==> src/rtl/axi4_mult_pkg.sv <==
// Shared constants and FSM state types for the AXI4-subset multiplier responder.
package axi4_mult_pkg;

    localparam int unsigned WBEATS = 4;
    localparam int unsigned RBEATS = 8;

    localparam int unsigned ADDR_A = 0;
    localparam int unsigned ADDR_B = 1;

    localparam logic RESP_OK  = 1'b1;
    localparam logic RESP_ERR = 1'b0;

    typedef enum logic [1:0] {
        W_IDLE = 2'd0,
        W_DATA = 2'd1,
        W_RESP = 2'd2
    } wstate_e;

    typedef enum logic {
        R_IDLE = 1'b0,
        R_DATA = 1'b1
    } rstate_e;

endpackage

==> src/rtl/axi4_slave_wrapper_if.sv <==
// AXI4-subset bus between the multiplier master wrapper and this responder.
interface axi4_slave_wrapper_if #(
    parameter int unsigned ASZ = 2,
    parameter int unsigned DSZ = 8
);
    logic [ASZ-1:0] awaddr;
    logic           awvalid;
    logic           awready;
    logic [DSZ-1:0] wdata;
    logic           wvalid;
    logic           wready;
    logic           wlast;
    logic           bresp;
    logic           bvalid;
    logic           bready;
    logic [ASZ-1:0] araddr;
    logic           arvalid;
    logic           arready;
    logic [DSZ-1:0] rdata;
    logic           rvalid;
    logic           rready;
    logic           rlast;
    logic           rresp;

    modport master (
        output awaddr, awvalid, wdata, wvalid, wlast, bready, araddr, arvalid, rready,
        input  awready, wready, bresp, bvalid, arready, rdata, rvalid, rlast, rresp
    );

    modport slave (
        input  awaddr, awvalid, wdata, wvalid, wlast, bready, araddr, arvalid, rready,
        output awready, wready, bresp, bvalid, arready, rdata, rvalid, rlast, rresp
    );

endinterface

==> src/rtl/axi4_mult_core.sv <==
// Registered SZ x SZ unsigned multiplier; prod_valid drops for the cycle after a commit.
module axi4_mult_core #(
    parameter int unsigned SZ = 32
) (
    input  logic              clk,
    input  logic              _rst,
    input  logic              commit,
    input  logic [SZ-1:0]     a,
    input  logic [SZ-1:0]     b,
    output logic [2*SZ-1:0]   product,
    output logic              prod_valid
);

    localparam int unsigned PW = 2 * SZ;

    always_ff @(posedge clk or negedge _rst) begin
        if (!_rst) begin
            product    <= '0;
            prod_valid <= 1'b1;
        end else begin
            product    <= PW'(a) * PW'(b);
            prod_valid <= ~commit;
        end
    end

endmodule

==> src/rtl/axi4_slave_wrapper.sv <==
// AXI4-subset responder: operands A/B arrive as 4-beat write bursts, product leaves as an 8-beat read burst.
module axi4_slave_wrapper
    import axi4_mult_pkg::*;
#(
    parameter int unsigned SZ  = 32,
    parameter int unsigned ASZ = 2,
    parameter int unsigned DSZ = 8
) (
    input  logic                 clk,
    input  logic                 _rst,
    axi4_slave_wrapper_if.slave  bus,
    output logic [SZ-1:0]        a,
    output logic [SZ-1:0]        b
);

    localparam int unsigned PW  = 2 * SZ;
    localparam int unsigned WCW = $clog2(WBEATS + 1);
    localparam int unsigned WIW = $clog2(WBEATS);
    localparam int unsigned RCW = $clog2(RBEATS);

    // Write side state and registered outputs
    wstate_e                      w_state, w_state_nxt;
    logic                         sel_b, sel_b_nxt;
    logic                         bad, bad_nxt, bad_fin;
    logic [WCW-1:0]               wbeat, wbeat_nxt;
    logic [WBEATS-1:0][DSZ-1:0]   shadow, shadow_nxt;
    logic                         awready, awready_nxt;
    logic                         wready, wready_nxt;
    logic                         bvalid, bvalid_nxt;
    logic                         bresp, bresp_nxt;
    logic [SZ-1:0]                a_nxt, b_nxt;
    logic                         commit;

    // Read side state and registered outputs
    rstate_e                      r_state, r_state_nxt;
    logic [PW-1:0]                rshift, rshift_nxt;
    logic                         rerr, rerr_nxt;
    logic [RCW-1:0]               rbeat, rbeat_nxt;
    logic                         arready, arready_nxt;
    logic                         rvalid, rvalid_nxt;
    logic                         rlast, rlast_nxt;
    logic [DSZ-1:0]               rdata, rdata_nxt;
    logic                         rresp, rresp_nxt;

    logic [PW-1:0]                product;
    logic                         prod_valid;

    axi4_mult_core #(.SZ(SZ)) u_core (
        .clk        (clk),
        ._rst       (_rst),
        .commit     (commit),
        .a          (a),
        .b          (b),
        .product    (product),
        .prod_valid (prod_valid)
    );

    assign bus.awready = awready;
    assign bus.wready  = wready;
    assign bus.bvalid  = bvalid;
    assign bus.bresp   = bresp;
    assign bus.arready = arready;
    assign bus.rvalid  = rvalid;
    assign bus.rlast   = rlast;
    assign bus.rdata   = rdata;
    assign bus.rresp   = rresp;

    // Write FSM next state; the final beat merges into the shadow before committing it
    always_comb begin
        w_state_nxt = w_state;
        sel_b_nxt   = sel_b;
        bad_nxt     = bad;
        bad_fin     = bad;
        wbeat_nxt   = wbeat;
        shadow_nxt  = shadow;
        awready_nxt = awready;
        wready_nxt  = wready;
        bvalid_nxt  = bvalid;
        bresp_nxt   = bresp;
        a_nxt       = a;
        b_nxt       = b;
        commit      = 1'b0;
        case (w_state)
            W_IDLE: begin
                if (bus.awvalid && awready) begin
                    w_state_nxt = W_DATA;
                    sel_b_nxt   = (bus.awaddr == ASZ'(ADDR_B));
                    bad_nxt     = (bus.awaddr > ASZ'(ADDR_B));
                    wbeat_nxt   = '0;
                    awready_nxt = 1'b0;
                    wready_nxt  = 1'b1;
                end
            end
            W_DATA: begin
                if (bus.wvalid && wready) begin
                    if (wbeat < WCW'(WBEATS)) begin
                        shadow_nxt[wbeat[WIW-1:0]] = bus.wdata;
                        wbeat_nxt = wbeat + WCW'(1);
                    end
                    if (bus.wlast) begin
                        bad_fin     = bad || (wbeat != WCW'(WBEATS - 1));
                        w_state_nxt = W_RESP;
                        wready_nxt  = 1'b0;
                        bvalid_nxt  = 1'b1;
                        bresp_nxt   = bad_fin ? RESP_ERR : RESP_OK;
                        if (!bad_fin) begin
                            commit = 1'b1;
                            if (sel_b) b_nxt = shadow_nxt;
                            else       a_nxt = shadow_nxt;
                        end
                    end
                end
            end
            W_RESP: begin
                if (bvalid && bus.bready) begin
                    w_state_nxt = W_IDLE;
                    bvalid_nxt  = 1'b0;
                    awready_nxt = 1'b1;
                end
            end
            default: w_state_nxt = W_IDLE;
        endcase
    end

    always_ff @(posedge clk or negedge _rst) begin
        if (!_rst) begin
            w_state <= W_IDLE;
            sel_b   <= 1'b0;
            bad     <= 1'b0;
            wbeat   <= '0;
            shadow  <= '0;
            awready <= 1'b1;
            wready  <= 1'b0;
            bvalid  <= 1'b0;
            bresp   <= RESP_ERR;
            a       <= '0;
            b       <= '0;
        end else begin
            w_state <= w_state_nxt;
            sel_b   <= sel_b_nxt;
            bad     <= bad_nxt;
            wbeat   <= wbeat_nxt;
            shadow  <= shadow_nxt;
            awready <= awready_nxt;
            wready  <= wready_nxt;
            bvalid  <= bvalid_nxt;
            bresp   <= bresp_nxt;
            a       <= a_nxt;
            b       <= b_nxt;
        end
    end

    // Read FSM next state; arready tracks the multiplier's valid flag while idle
    always_comb begin
        r_state_nxt = r_state;
        rshift_nxt  = rshift;
        rerr_nxt    = rerr;
        rbeat_nxt   = rbeat;
        arready_nxt = arready;
        rvalid_nxt  = rvalid;
        rlast_nxt   = rlast;
        rdata_nxt   = rdata;
        rresp_nxt   = rresp;
        case (r_state)
            R_IDLE: begin
                arready_nxt = ~commit;
                if (bus.arvalid && arready && prod_valid) begin
                    r_state_nxt = R_DATA;
                    rshift_nxt  = product;
                    rerr_nxt    = (bus.araddr != ASZ'(ADDR_A));
                    rbeat_nxt   = '0;
                    arready_nxt = 1'b0;
                    rvalid_nxt  = 1'b1;
                    rlast_nxt   = 1'b0;
                    rdata_nxt   = rerr_nxt ? '0 : product[DSZ-1:0];
                    rresp_nxt   = rerr_nxt ? RESP_ERR : RESP_OK;
                end
            end
            R_DATA: begin
                if (rvalid && bus.rready) begin
                    if (rlast) begin
                        r_state_nxt = R_IDLE;
                        rvalid_nxt  = 1'b0;
                        rlast_nxt   = 1'b0;
                        rdata_nxt   = '0;
                        arready_nxt = ~commit;
                    end else begin
                        rshift_nxt = rshift >> DSZ;
                        rbeat_nxt  = rbeat + RCW'(1);
                        rlast_nxt  = (rbeat == RCW'(RBEATS - 2));
                        rdata_nxt  = rerr ? '0 : rshift_nxt[DSZ-1:0];
                    end
                end
            end
            default: r_state_nxt = R_IDLE;
        endcase
    end

    always_ff @(posedge clk or negedge _rst) begin
        if (!_rst) begin
            r_state <= R_IDLE;
            rshift  <= '0;
            rerr    <= 1'b0;
            rbeat   <= '0;
            arready <= 1'b1;
            rvalid  <= 1'b0;
            rlast   <= 1'b0;
            rdata   <= '0;
            rresp   <= RESP_ERR;
        end else begin
            r_state <= r_state_nxt;
            rshift  <= rshift_nxt;
            rerr    <= rerr_nxt;
            rbeat   <= rbeat_nxt;
            arready <= arready_nxt;
            rvalid  <= rvalid_nxt;
            rlast   <= rlast_nxt;
            rdata   <= rdata_nxt;
            rresp   <= rresp_nxt;
        end
    end

endmodule
==> src/flat_wrapper.sv <==
// flat-port wrapper written by rule: the top's interface ports become plain ports
module axi4_slave_wrapper_flat import axi4_mult_pkg::*;
#(
    parameter int unsigned SZ  = 32,
    parameter int unsigned ASZ = 2,
    parameter int unsigned DSZ = 8
)
  (clk, _rst, a, b, bus_awaddr, bus_awvalid, bus_wdata, bus_wvalid, bus_wlast, bus_bready, bus_araddr, bus_arvalid, bus_rready, bus_awready, bus_wready, bus_bresp, bus_bvalid, bus_arready, bus_rdata, bus_rvalid, bus_rlast, bus_rresp);
  axi4_slave_wrapper_if #(.ASZ(ASZ), .DSZ(DSZ)) bus_i ();
  input  logic clk;
  input  logic _rst;
  output logic [SZ-1:0] a;
  output logic [SZ-1:0] b;
  input wire logic [$bits(bus_i.awaddr)-1:0] bus_awaddr;
  input wire logic [$bits(bus_i.awvalid)-1:0] bus_awvalid;
  input wire logic [$bits(bus_i.wdata)-1:0] bus_wdata;
  input wire logic [$bits(bus_i.wvalid)-1:0] bus_wvalid;
  input wire logic [$bits(bus_i.wlast)-1:0] bus_wlast;
  input wire logic [$bits(bus_i.bready)-1:0] bus_bready;
  input wire logic [$bits(bus_i.araddr)-1:0] bus_araddr;
  input wire logic [$bits(bus_i.arvalid)-1:0] bus_arvalid;
  input wire logic [$bits(bus_i.rready)-1:0] bus_rready;
  output wire logic [$bits(bus_i.awready)-1:0] bus_awready;
  output wire logic [$bits(bus_i.wready)-1:0] bus_wready;
  output wire logic [$bits(bus_i.bresp)-1:0] bus_bresp;
  output wire logic [$bits(bus_i.bvalid)-1:0] bus_bvalid;
  output wire logic [$bits(bus_i.arready)-1:0] bus_arready;
  output wire logic [$bits(bus_i.rdata)-1:0] bus_rdata;
  output wire logic [$bits(bus_i.rvalid)-1:0] bus_rvalid;
  output wire logic [$bits(bus_i.rlast)-1:0] bus_rlast;
  output wire logic [$bits(bus_i.rresp)-1:0] bus_rresp;
  assign bus_i.awaddr = bus_awaddr;
  assign bus_i.awvalid = bus_awvalid;
  assign bus_i.wdata = bus_wdata;
  assign bus_i.wvalid = bus_wvalid;
  assign bus_i.wlast = bus_wlast;
  assign bus_i.bready = bus_bready;
  assign bus_i.araddr = bus_araddr;
  assign bus_i.arvalid = bus_arvalid;
  assign bus_i.rready = bus_rready;
  assign bus_awready = bus_i.awready;
  assign bus_wready = bus_i.wready;
  assign bus_bresp = bus_i.bresp;
  assign bus_bvalid = bus_i.bvalid;
  assign bus_arready = bus_i.arready;
  assign bus_rdata = bus_i.rdata;
  assign bus_rvalid = bus_i.rvalid;
  assign bus_rlast = bus_i.rlast;
  assign bus_rresp = bus_i.rresp;
  axi4_slave_wrapper #(.SZ(SZ), .ASZ(ASZ), .DSZ(DSZ)) u_core (.clk(clk), ._rst(_rst), .bus(bus_i), .a(a), .b(b));
endmodule
==> config.mk <==
export PLATFORM = sky130hd
export DESIGN_NAME = axi4_slave_wrapper_flat
export DESIGN_NICKNAME = d
export VERILOG_FILES = /design/src/rtl/axi4_mult_pkg.sv /design/src/rtl/axi4_slave_wrapper_if.sv /design/src/rtl/axi4_mult_core.sv /design/src/rtl/axi4_slave_wrapper.sv /design/src/flat_wrapper.sv
export SDC_FILE = /design/constraint.sdc
export NUM_CORES = 2
export LEC_CHECK = 0
export BUFFER_PORTS_ARGS = -buffer_cell sky130_fd_sc_hd__buf_2
export CORE_UTILIZATION = 70
export DETAILED_ROUTE_END_ITERATION = 6
export PLACE_DENSITY = 0.93
export SETUP_SLACK_MARGIN = 0.05
export SYNTH_ARGS = -nofsm -noshare
export SYNTH_HDL_FRONTEND = slang
export SYNTH_SLANG_ARGS = --single-unit
export TNS_END_PERCENT = 5
==> constraint.sdc <==
create_clock -name clk -period 12.1 [get_ports clk]
set_input_delay 0.605 -clock clk [delete_from_list [all_inputs] [get_ports clk]]
set_output_delay 0.605 -clock clk [all_outputs]
set_load 0.005 [all_outputs]
==> reports/results.ini <==
[clocking]
clock_sinks=245
tritoncts=yes
htreeDepth=1
cts_root_buf=clkbuf_16
postCtsSetupBuffers=0
ctsResizeCount=0
cts.clk_slew.worst_paths_ns=0.07
numCtsBuffers=26
clock_path_buffers=3
holdBufCountCts=0
clkLatencyLatePin_ns=0.59

[route]
viasPerCell=6.323
vias=32930
drcViolationCount=1
wirelength_um=122600
drtIter0Drc=3403
dr.pass1.iters=7
wl_per_cell_um=23.55
ant_nets=0

[worst_setup_path]
path_max_fanout=19
path_cells=buf_4, nand2_1, fa_1, fa_1, inv_1, fa_1, fa_1, fa_1, fa_1, fa_1, inv_1, fa_1, inv_1, ha_1, and3_1, nand2_1, or4_1, a2111oi_0, a211oi_1, o41ai_1, nor2_1, o21ai_1, xor2_1
rrSetupSlack_ns=3.23
critical-path-max-stage-delay_ns=1.00
r2r-end=u_core.u_core.product[56]$_DFF_PN0_
crit_path_end_kind=register
cp_slowest_cell=dfrtp_1
start_kind=register
worstPathRequired_ns=12.59
reg2reg_from=u_core.a[17]$_DFFE_PN0P_
critPathKind=reg -> reg
rr_worst_depth=23
crit_path_frequent_cell=fa_1
crit_arrival_ns=9.36

[cells_and_area]
layout_common_cells=896 x fa_1, 882 x inv_1, 590 x and2_1
fillers=3617
num-nets-final=5580
drive_gt1_share_pct=5.981
final_cells=5208
layout_commonest_cell=fa_1
syn_to_final_growth_pct=4.452

[floorplan]
dieArea_um2=61820
die_width_um=248.6
core-area_um2=60250
io_pins=100
die_h_um=248.6
start_util_pct=70.68
num_rows=90

[global_route]
grt_pass1_vias=37430
grt_pass1_wl_um=196200
use_met2_pct=65.22
overflow=0
antenna_found_initial=5
grt_max_degree=105
grt_usage_pct=41.69
grt_busiest_layer=met2
grt_use_met1_pct=47.03
use_met3_pct=14.39

[timing]
hold_viol=0
min_period_ns=8.871
worst_pin_slew_ns=1.260
slew_headroom_pct=15.37
final_max_slew_viol_count=0
timing.final.crit_share_pct=73.31
fmax_mhz=112.7
setup-tns-final_ns=0
finalSetupViolCount=0
finClkSkew_ns=0.02169
rsz0062_at_grt=false

[outcome]
violations=design-rule violations
status=complete, but fails checks

[placement]
place_hpwl_um=86880
port_buffers=99
gp_congestion=0.9578
dp_cells=5148

[job]
cap_violations=0

[yosys]
seq_area_frac_synth_pct=14.41
syn_avg_cell_area_um2=9.534
ys_warn_count=0
synth_ff_type=dfrtp_1
syn_nets=5652
synthCells=4466
netlist_area_um2=42580
synth_cell_type_count=64
synth.ff_latch_count=245
ys_async_sr_fraction_pct=100.0
synth_edf_count=0

[hold_path]
worstHoldPathType=in -> async

[power_and_ir_drop]
vdd_drop_max_mv=0.1131
p_leak_uw=0.02370
power_density_nw_per_um2=65.16
finalPower_uw=2898

registers in the layout (all words and copies together) (netlist names), 2 cells and up:
signal,count
u_core.rshift,56
u_core.wbeat,3
u_core.w_state,2
u_core.a,32
u_core.bus.rdata,8
u_core.b,32
u_core.rbeat,3
u_core.u_core.product,64
u_core.shadow,32
how the worst max path moves through the flow:
stage	slack, ns	endpoint	cells after the start	from
after floorplan	4.83	u_core.u_core.product[57]$_DFF_PN0_	25	u_core.b[5]$_DFFE_PN0P_
after global placement	3.93	u_core.u_core.product[56]$_DFF_PN0_	23	u_core.a[17]$_DFFE_PN0P_
after detailed placement	3.64	u_core.u_core.product[63]$_DFF_PN0_	23	u_core.b[18]$_DFFE_PN0P_
after CTS	3.60	u_core.u_core.product[57]$_DFF_PN0_	24	u_core.b[6]$_DFFE_PN0P_
after global routing	3.12	u_core.u_core.product[63]$_DFF_PN0_	22	u_core.b[2]$_DFFE_PN0P_
final	3.23	u_core.u_core.product[56]$_DFF_PN0_	23	u_core.a[17]$_DFFE_PN0P_
where the power goes:
| part | internal, uW | total (uW) | switching (uW) |
|---|---|---|---|
| Combinational | 252 | 951 | 699 |
| Clock | 480 | 828 | 347 |
| Sequential | 932 | 1120 | 188 |
worst max-delay path: cells and delay by family (launching register included):
family          cells  cell delay (ns)
flops               1             1.00
buf+inv             4             0.80
xor+xnor            1             0.16
compound gates      4             1.39
simple gates        5             1.11
fa+ha+maj           9             4.34
Yosys cell counts, drive strengths merged, types with 11 or more instances:
master	n	area share, %
a21oi	120	1.4
o21bai	11	0.19
xnor2	34	0.70
o21ai	127	1.5
xor2	27	0.56
nor2	83	0.73
nand2	584	5.1
nand4	22	0.32
nand3	22	0.26
inv	883	7.8
buf	12	0.15
a22oi	12	0.21
mux2	33	0.87
fa	896	42
mux2i	82	1.9
ha	270	7.9
dfrtp	242	14
and2	590	8.7
a21o	53	0.93
clkbuf	250	2.2
per-stage QoR:
| stage | worst slack (ns) | hold slack, ns | utilization [%] | area, um^2 |
|---|---|---|---|---|
| 2_1_floorplan | 4.834 | 0.3094 | - | 42580 |
| 3_3_place_gp | 3.929 | 0.4564 | 72.29 | 43550 |
| 3_5_place_dp | 3.636 | 0.4680 | 72.29 | 43550 |
| 4_1_cts | 3.602 | 0.08683 | 73.77 | 44450 |
| 5_1_grt | 3.118 | 0.08781 | 73.78 | 44450 |
| 6_report | 3.229 | 0.01894 | 73.82 | 44480 |
per-layer routing:
layer | routed length (um) | vias to the layer above
met3 | 15320 | 979
met5 | 32 | -
met1 | 38630 | 16270
li1 | - | 13170
met2 | 57560 | 2502
met4 | 11090 | 4
final cells by class:
cell class | count | area (um^2) | area share [%]
tap | 782 | 978.4 | 2.200
clock buffer | 38 | 795.8 | 1.789
clock inverter | 10 | 100.1 | 0.2251
sequential | 245 | 6143 | 13.81
inverter | 883 | 3314 | 7.452
multi-input combinational | 3076 | 32130 | 72.25
antenna | 12 | 30.03 | 0.06752
timing repair buffer | 162 | 978.4 | 2.200
cells by family after synthesis:
kind of cell	count (synthesis)	synth area share [%]
adders and majority gates	1166	50.06
DFF	245	14.41
buffers and inverters	1145	10.14
AOI/OAI and AO/OA	386	5.480
xor gates and xnor gates	61	1.255
and+or+nand+nor	1348	15.85
muxes	115	2.800
Note: power is estimated with default switching activity, not from simulation.
